==> config.mk <==
export PLATFORM = sky130hd
export DESIGN_NAME = biquad_cascade_sequencer
export DESIGN_NICKNAME = d
export VERILOG_FILES = /design/src/rtl/biquad_cascade_sequencer.sv
export SDC_FILE = /design/constraint.sdc
export NUM_CORES = 2
export LEC_CHECK = 0
export CAP_MARGIN = 20
export CORE_AREA = 3 3 435 437
export CTS_CLUSTER_SIZE = 40
export DETAILED_ROUTE_END_ITERATION = 8
export DIE_AREA = 0 0 438 440
export GPL_TIMING_DRIVEN = 0
export SKIP_CTS_REPAIR_TIMING = 1
export SYNTH_ARGS = -nofsm -noshare
export SYNTH_HDL_FRONTEND = slang
export SYNTH_SLANG_ARGS = --single-unit
==> constraint.sdc <==
create_clock -name aclk -period 11.73 [get_ports aclk]
set_input_delay 2.346 -clock aclk [delete_from_list [all_inputs] [get_ports aclk]]
set_output_delay 2.346 -clock aclk [all_outputs]
set_load 0.01 [all_outputs]
==> src/rtl/biquad_cascade_sequencer.sv <==
`default_nettype none
// ============================================================================
// Module   : biquad_cascade_sequencer
// Purpose  : Stages host coefficient writes, replays them onto the biquad
//            configuration bus in a quiet window, and generates the
//            decimation strobe.
// Revision : 1.0 - initial release
// ============================================================================
module biquad_cascade_sequencer #(
   parameter int unsigned NUM_SECTIONS          = 4,
   parameter logic [31:0] CONFIGURATION_ADDRESS = 32'd998,
   parameter logic [31:0] STAGING_ADDRESS       = 32'd1100,
   parameter logic [31:0] SECTION_BASE_ADDRESS  = 32'd1000,
   parameter int unsigned COEFFICIENT_Q         = 28,
   parameter int unsigned HOLD_CYCLES           = 2,
   parameter int unsigned GUARD_CYCLES          = 4,
   parameter logic [31:0] DECII_DEFAULT         = 32'd64
) (
   input  logic         aclk,
   input  logic         reset,
   input  logic [31:0]  config_addr,
   input  logic [511:0] config_data,
   output logic [31:0]  bq_config_addr,
   output logic [511:0] bq_config_data,
   output logic         axis_decii_clk,
   output logic         busy,
   output logic         done,
   output logic         cfg_error,
   output logic [15:0]  update_count
);

   localparam int unsigned  C_IDX_W      = (NUM_SECTIONS > 1) ? $clog2(NUM_SECTIONS) : 1;
   localparam logic [191:0] C_SLOT_RESET = 192'((64'd1 << COEFFICIENT_Q) - 64'd1);
   localparam logic [31:0]  C_DIV_MIN    = 32'd4;
   localparam logic [15:0]  C_GUARD_LOAD = 16'(GUARD_CYCLES - 1);
   localparam logic [15:0]  C_HOLD_LOAD  = 16'(HOLD_CYCLES - 1);

   typedef enum logic [2:0] {
      S_IDLE   = 3'd0,
      S_GUARD  = 3'd1,
      S_WRITE  = 3'd2,
      S_GAP    = 3'd3,
      S_FINISH = 3'd4
   } state_t;

   state_t                  state_q, state_d;
   logic [15:0]             timer_q, timer_d;
   logic [NUM_SECTIONS-1:0] pend_q, pend_d;
   logic [31:0]             div_q, div_d;
   logic [31:0]             cnt_q, cnt_d;
   logic                    err_q, err_d;
   logic [15:0]             count_q, count_d;
   logic [191:0]            slot_q [NUM_SECTIONS];

   logic [31:0]             w_stage_off;
   logic                    w_stage_hit;
   logic                    w_ctrl_hit;
   logic                    w_busy;
   logic                    w_ctrl_ok;
   logic [NUM_SECTIONS-1:0] w_ctrl_mask;
   logic [31:0]             w_div_load;
   logic [C_IDX_W-1:0]      w_idx;
   logic                    w_unused;

   assign w_stage_off = config_addr - STAGING_ADDRESS;
   assign w_stage_hit = (w_stage_off < 32'(NUM_SECTIONS));
   assign w_ctrl_hit  = (config_addr == CONFIGURATION_ADDRESS);
   assign w_busy      = (state_q == S_GUARD) || (state_q == S_WRITE) || (state_q == S_GAP);
   assign w_ctrl_ok   = w_ctrl_hit && !w_busy;
   assign w_ctrl_mask = config_data[32 +: NUM_SECTIONS];
   assign w_div_load  = (config_data[31:0] < C_DIV_MIN) ? C_DIV_MIN : config_data[31:0];
   assign w_unused    = &{1'b0, config_data[511:192]};

   // Lowest pending section is served first.
   always_comb begin
      w_idx = '0;
      for (int i = NUM_SECTIONS - 1; i >= 0; i--) begin
         if (pend_q[i]) w_idx = C_IDX_W'(i);
      end
   end

   always_ff @(posedge aclk) begin
      if (reset) begin
         state_q <= S_IDLE;
         timer_q <= '0;
         pend_q  <= '0;
         div_q   <= DECII_DEFAULT;
         cnt_q   <= '0;
         err_q   <= 1'b0;
         count_q <= '0;
      end else begin
         state_q <= state_d;
         timer_q <= timer_d;
         pend_q  <= pend_d;
         div_q   <= div_d;
         cnt_q   <= cnt_d;
         err_q   <= err_d;
         count_q <= count_d;
      end
   end

   always_ff @(posedge aclk) begin
      if (reset) begin
         for (int k = 0; k < NUM_SECTIONS; k++) slot_q[k] <= C_SLOT_RESET;
      end else if (w_stage_hit && !w_busy) begin
         slot_q[w_stage_off[C_IDX_W-1:0]] <= config_data[191:0];
      end
   end

   always_comb begin
      state_d = state_q;
      timer_d = timer_q;
      pend_d  = pend_q;
      case (state_q)
         S_IDLE, S_FINISH: begin
            state_d = S_IDLE;
            if (w_ctrl_ok && (|w_ctrl_mask)) begin
               state_d = S_GUARD;
               timer_d = C_GUARD_LOAD;
               pend_d  = w_ctrl_mask;
            end
         end
         S_GUARD: begin
            if (timer_q == '0) begin
               state_d = S_WRITE;
               timer_d = C_HOLD_LOAD;
            end else begin
               timer_d = timer_q - 16'd1;
            end
         end
         S_WRITE: begin
            if (timer_q == '0) begin
               state_d = S_GAP;
               pend_d  = pend_q & (pend_q - NUM_SECTIONS'(1));
            end else begin
               timer_d = timer_q - 16'd1;
            end
         end
         S_GAP: begin
            if (|pend_q) begin
               state_d = S_WRITE;
               timer_d = C_HOLD_LOAD;
            end else begin
               state_d = S_FINISH;
            end
         end
         default: state_d = S_IDLE;
      endcase
   end

   always_comb begin
      div_d   = div_q;
      cnt_d   = cnt_q;
      err_d   = err_q;
      count_d = count_q;
      if (w_busy) begin
         if (w_ctrl_hit || w_stage_hit) err_d = 1'b1;
      end else if (w_ctrl_hit) begin
         div_d = w_div_load;
         err_d = 1'b0;
      end
      // Counter restarts on a divider load and again as the sequence finishes.
      if (w_ctrl_ok) begin
         cnt_d = '0;
      end else if ((state_q == S_GAP) && (pend_q == '0)) begin
         cnt_d   = '0;
         count_d = count_q + 16'd1;
      end else if (!w_busy) begin
         cnt_d = (cnt_q >= div_q - 32'd1) ? '0 : cnt_q + 32'd1;
      end
   end

   always_comb begin
      bq_config_addr = '0;
      bq_config_data = '0;
      if (state_q == S_WRITE) begin
         bq_config_addr = SECTION_BASE_ADDRESS + 32'(w_idx);
         bq_config_data = {320'b0, slot_q[w_idx]};
      end
   end

   assign axis_decii_clk = !w_busy && (cnt_q == div_q - 32'd1);
   assign busy           = w_busy;
   assign done           = (state_q == S_FINISH);
   assign cfg_error      = err_q;
   assign update_count   = count_q;

endmodule
`default_nettype wire

### Yosys cells after proc, flatten, opt, wreduce, memory -nomap -nowiden

Memories as Yosys holds them, arrays and structs flattened.
Index checks and enable logic that the tools add are counted.

* add/subtract/negate cells: 7
* $lt $le $gt $ge: 3
* eq/ne operators: 12
* muxes and demuxes: 32
* bitwise gates (word level): 3
* reductions and logical operators: 26

Operators by type and width (number)
* two-way mux 192 bit: 2
* OR reduction 192 bit: 1
* less-than comparator 32 x 3 -> 1 bit (second input constant): 2
* two-way mux 16 bit: 4
* two-way mux 32 bit: 2
* case mux 16 bit (4 select lines): 1
* adder 32 x 1 -> 32 bit (second input constant): 1
* == test 32 x 10 -> 1 bit (second input constant): 1
* == test 32 bit: 1
* greater-or-equal comparator 32 bit: 1
* subtractor 32 x 1 -> 32 bit (second input constant): 1
* subtractor 32 x 11 -> 32 bit (second input constant): 1
* adder 16 x 1 -> 16 bit (second input constant): 1
* zero test 16 bit: 1
* subtractor 16 x 1 -> 16 bit (second input constant): 1
* case mux 3 bit (4 select lines): 1
* adder 10 x 2 -> 11 bit (first input constant): 1
* two-way mux 11 bit: 1
* two-way mux 1 bit: 10
* two-way mux 2 bit: 5
* two-way mux 3 bit: 3
* two-way mux 4 bit: 2
* inequality test 2 x 1 -> 1 bit (second input constant): 4
* case mux 4 bit (2 select lines): 1
* 20 further kinds: 34

* register bits: 104
* bits in writable memories: 768
* input port bits: 546
* output and inout bits: 564
* logic and storage cells: 91
* memories: 1

Memory list
* slot_q: words 4, width 192, rd ports 1, clocked after memory_dff 0, write ports 4, line 53 `logic [191:0] slot_q [NUM_SECTIONS];`

### Longest topological paths before layout

* depth in word-level cells: 10
* mapped depth: 17
* gate-level depth less buffers: 15

### Least setup slack after synthesis

Ideal clock, no wire load.

* path kind: input -> register
* start: input port config_addr[8]
* end: memory slot_q[0][0] (enable)
* library setup time: 0.551 ns
* arrival: 8.684 ns
* setup slack: 2.495 ns
* stages: 9
* path buffers: 3
* cell sequence: or2_1 -> a2111o_1 -> or4_1 -> a2111o_1 -> a2111oi_4 -> buf_2 -> buf_4 -> buf_2 -> a21o_1

RTL lines
* from (decl): line 21 `input logic [31:0] config_addr,`
* to (decl): line 53

### Final worst setup path

* start: register div_q[2]
* end: output port axis_decii_clk

* word-level cells in the longest chain between the ends: 3

Ends and longest elaborated chain
* from (decl): line 49 `logic [31:0] div_q, div_d;`
* from (signal assigned): line 95 `div_q <= div_d;`
* subtractor 32 x 1 -> 32 bit: line 182 `assign axis_decii_clk = !w_busy && (cnt_q == div_q - 32'd1);`
* == test 32 bit: line 182
* logical AND 1 bit: line 182
* to (decl): line 25 `output logic axis_decii_clk,`

Every way passes these cells.

==> flow_metrics.env <==
export IMPL_status="complete, no violations"
export IMPL_boundaryPins=1110
export IMPL_hold_ws_ns=0.479
export IMPL_ys_warn_count=0
export IMPL_min_from="div_q[11]"
export IMPL_setup_tns_ns=0
export IMPL_grt_pass1_vias=29700
export IMPL_async_reset_ff_frac=0
export IMPL_gr_total_overflow=0
export IMPL_r2r_start="state_q[0]"
export IMPL_slew_violations=0
export IMPL_synth_seq_cells=872
export IMPL_yosys_area_share_simple=0.184
export IMPL_power_density_nw_per_um2=124
export IMPL_synthAdderAreaFrac=0.0105
export IMPL_arrival_ns=6.06
export IMPL_dp_cells=6515
export IMPL_drtAntennaViolNets=0
export IMPL_worstRegToRegCells=12
export IMPL_antenna_found_initial=30
export IMPL_synth_edff_count=768
export IMPL_ctsRootBufferMaster="clkbuf_16"
export IMPL_wl_per_cell_um=21.2
export IMPL_fillers=18900
export IMPL_hold_viol_final=0
export IMPL_clkLatencyLatePin_ns=0.71
export IMPL_hold_path_class="reg -> reg"
export IMPL_core_um2=185000
export IMPL_crit_family="simple AND/OR/NAND/NOR gates"
export IMPL_tritoncts="done"
export IMPL_gp_congestion=0.800
export IMPL_cp_slowest_cell="nor4_1"
export IMPL_reg2reg_to="slot_q[1][88]"
export IMPL_synth_area_per_cell_um2=13.3
export IMPL_grt_util_all_layers=0.143
export IMPL_crit_type="reg -> out"
export IMPL_area_growth_pct=29.0
export IMPL_period_share=0.716
export IMPL_synthTopCellsByArea="edfxtp_1 (54%), mux4_2 (10%), and3_1 (7.3%)"
export IMPL_syn_area_um2=43000
export IMPL_drc=0
export IMPL_wirelength_um=142000
export IMPL_crit_chain="or4_1 > nor4_1 > and2_0 > clkbuf_1 > nand2_1 > nor4_1 > xnor2_1 > ha_1 > nand4_1 > or2_2 > or4_1 > nor4_1 > clkdlybuf4s50_1"
export IMPL_fin_worst_skew_ns=0.0243
export IMPL_setup_viol=0
export IMPL_grt_max_degree=58
export IMPL_seq_area_frac_synth=0.584
export IMPL_r2r_setup_slack_ns=6.41
export IMPL_drive_gt1_frac=0.176
export IMPL_worst_pin_slew_ns=1.14
export IMPL_finalNetCount=4719
export IMPL_grt_pass1_wl_um=202000
export IMPL_regArea_um2=25100
export IMPL_synth_compound_area_frac=0.0221
export IMPL_crit_fanout=6
export IMPL_end_kind="primary output"
export IMPL_die_area_um2=193000
export IMPL_initial_core_util=0.232
export IMPL_final_cells=6716
export IMPL_cts_sinks=872
export IMPL_dieWidth_um=438
export IMPL_period_minus_slack_ns=8.40
export IMPL_clock_fmax_mhz=119
export IMPL_drt_pass1_iterations=5
export IMPL_cp_common_cell="nor4_1"
export IMPL_synth_top_area_frac=0.536
export IMPL_yosys_top_cells_count="edfxtp_1 (768), and3_1 (502), and2_1 (359)"
export IMPL_holdPathEnd="div_q[11]"
export IMPL_p_leak_nw=22.1
export IMPL_drv_max_cap_violation_count=0
export IMPL_fin_util=0.299
export IMPL_slowest_delay_ns=0.70
export IMPL_core_rowCount=158
export IMPL_avgViaCountPerCell=4.28
export IMPL_port_buffers=445
export IMPL_synth_top_family_by_area="simple AND/OR/NAND/NOR gates"
export IMPL_clk_path_buf_depth=3
export IMPL_num_vias=28800
export IMPL_critPathBufInv=2
export IMPL_post_synth_top_count_cell="edfxtp_1"
export IMPL_hold_path_depth=2
export IMPL_rsz0062_at_grt="false"
export IMPL_synth_cells=3228
export IMPL_start_kind="flop"
export IMPL_required_ns=9.38
export IMPL_multi_input_area_um2=15600
export IMPL_synthXorXnorAreaFrac=0.0147
export IMPL_cp_startpoint="div_q[2]"
export IMPL_path_clk_slew_ns=0.06
export IMPL_synth_cell_types=61
export IMPL_slew_headroom=0.231
export IMPL_h_tree_depth=3
export IMPL_synth_largest_area_cell="edfxtp_1"
export IMPL_first_iter_violations=2174
export IMPL_dpl_hpwl_um=102000
export IMPL_muxShareOfSynthArea=0.101
export IMPL_fp_dieH_um=440
export IMPL_synth_ff_type="edfxtp_1"
export IMPL_peakVddDrop_mv=0.108
export IMPL_total_power_mw=6.91
export IMPL_numCtsBuffers=99
-- power by group --
part | leakage, nW | internal, mW | total [mW] | switching, mW
Combinational | 12.3 | 0.203 | 0.458 | 0.255
Sequential | 8.36 | 3.44 | 3.46 | 0.0209
Clock | 1.50 | 1.70 | 2.99 | 1.29
-- final cells by class --
type                    instances  area share
clock buffers                 135      0.0486
well taps                    2480      0.0559
plain buffers                 585      0.0640
repair buffers                465      0.0885
clock inverters                50     0.00703
inverters                      16     0.00108
diodes                         15    0.000676
flip-flops and latches        872       0.453
multi-input cells            2098       0.281
-- registers in the layout (all words and copies together), names as in the netlist --
register and count:
div_q 32, cnt_q 32, cfg_error 1, state_q 3
timer_q 16, slot_q 768, pend_q 4, update_count 16
-- metrics by stage --
stage               setup WS, ns  cell area [um2]
finish                      3.33            55500
global route                3.03            55500
CTS                         3.25            55500
detailed placement          3.49            52400
global placement           -2.70            51900
floorplan                   2.49            44300
-- routing by layer --
metal | track usage | share of wire
met4 | 0.0747 | 0.052
met2 | 0.255 | 0.52
met1 | 0.161 | 0.37
met3 | 0.0275 | 0.059
met5 | 0 | 0.00016
-- logic make-up after synthesis --
logic type               Yosys count
AO/OA/AOI/OAI                    142
XOR/XNOR                          72
adder cells (fa/ha/maj)           36
buffers and inverters            601
flip-flops                       872
multiplexers                     194
other                              1
AND/OR/NAND/NOR                 1310
-- layout by cell type (no fill, tap or decap), types with 20 or more instances in the layout --
master	n
nand4_1	22
edfxtp_1	768
dfxtp_1	104
clkbuf_16	102
nand2b_1	31
conb_1	344
clkinv_1	23
and2_1	359
nand3b_1	86
a21oi_1	49
nand3_1	26
nor3_1	26
nand2_1	74
buf_4	351
clkdlybuf4s50_1	445
or3_1	23
ha_1	36
buf_1	20
xor2_1	38
o21ai_0	28
xnor2_1	34
and3_1	502
nor2_1	79
clkbuf_1	212
buf_2	27
nor4_1	33
mux4_2	192
-- worst register-to-register path: stages (launching register included) --
cell and delay [ns]:
dfxtp_1 0.30, clkbuf_1 0.21, o21bai_1 0.40, clkbuf_1 0.53, nand2_1 0.20, a2111oi_4 0.75
buf_2 0.52, buf_4 0.27, buf_2 0.30, a21o_4 0.49, buf_12 0.31, buf_12 0.27
buf_16 0.34
-- how the worst max path moves through the flow --
stage	endpoint	slack, ns	cells past startpoint
2_1_floorplan	slot_q[0][0]	2.49	9
5_1_grt	axis_decii_clk	3.03	13
4_1_cts	axis_decii_clk	3.25	13
3_3_place_gp	slot_q[0][86]	-2.70	10
3_5_place_dp	slot_q[1][85]	3.49	13
6_report	axis_decii_clk	3.33	13
Power figures use the tool's default switching activity.
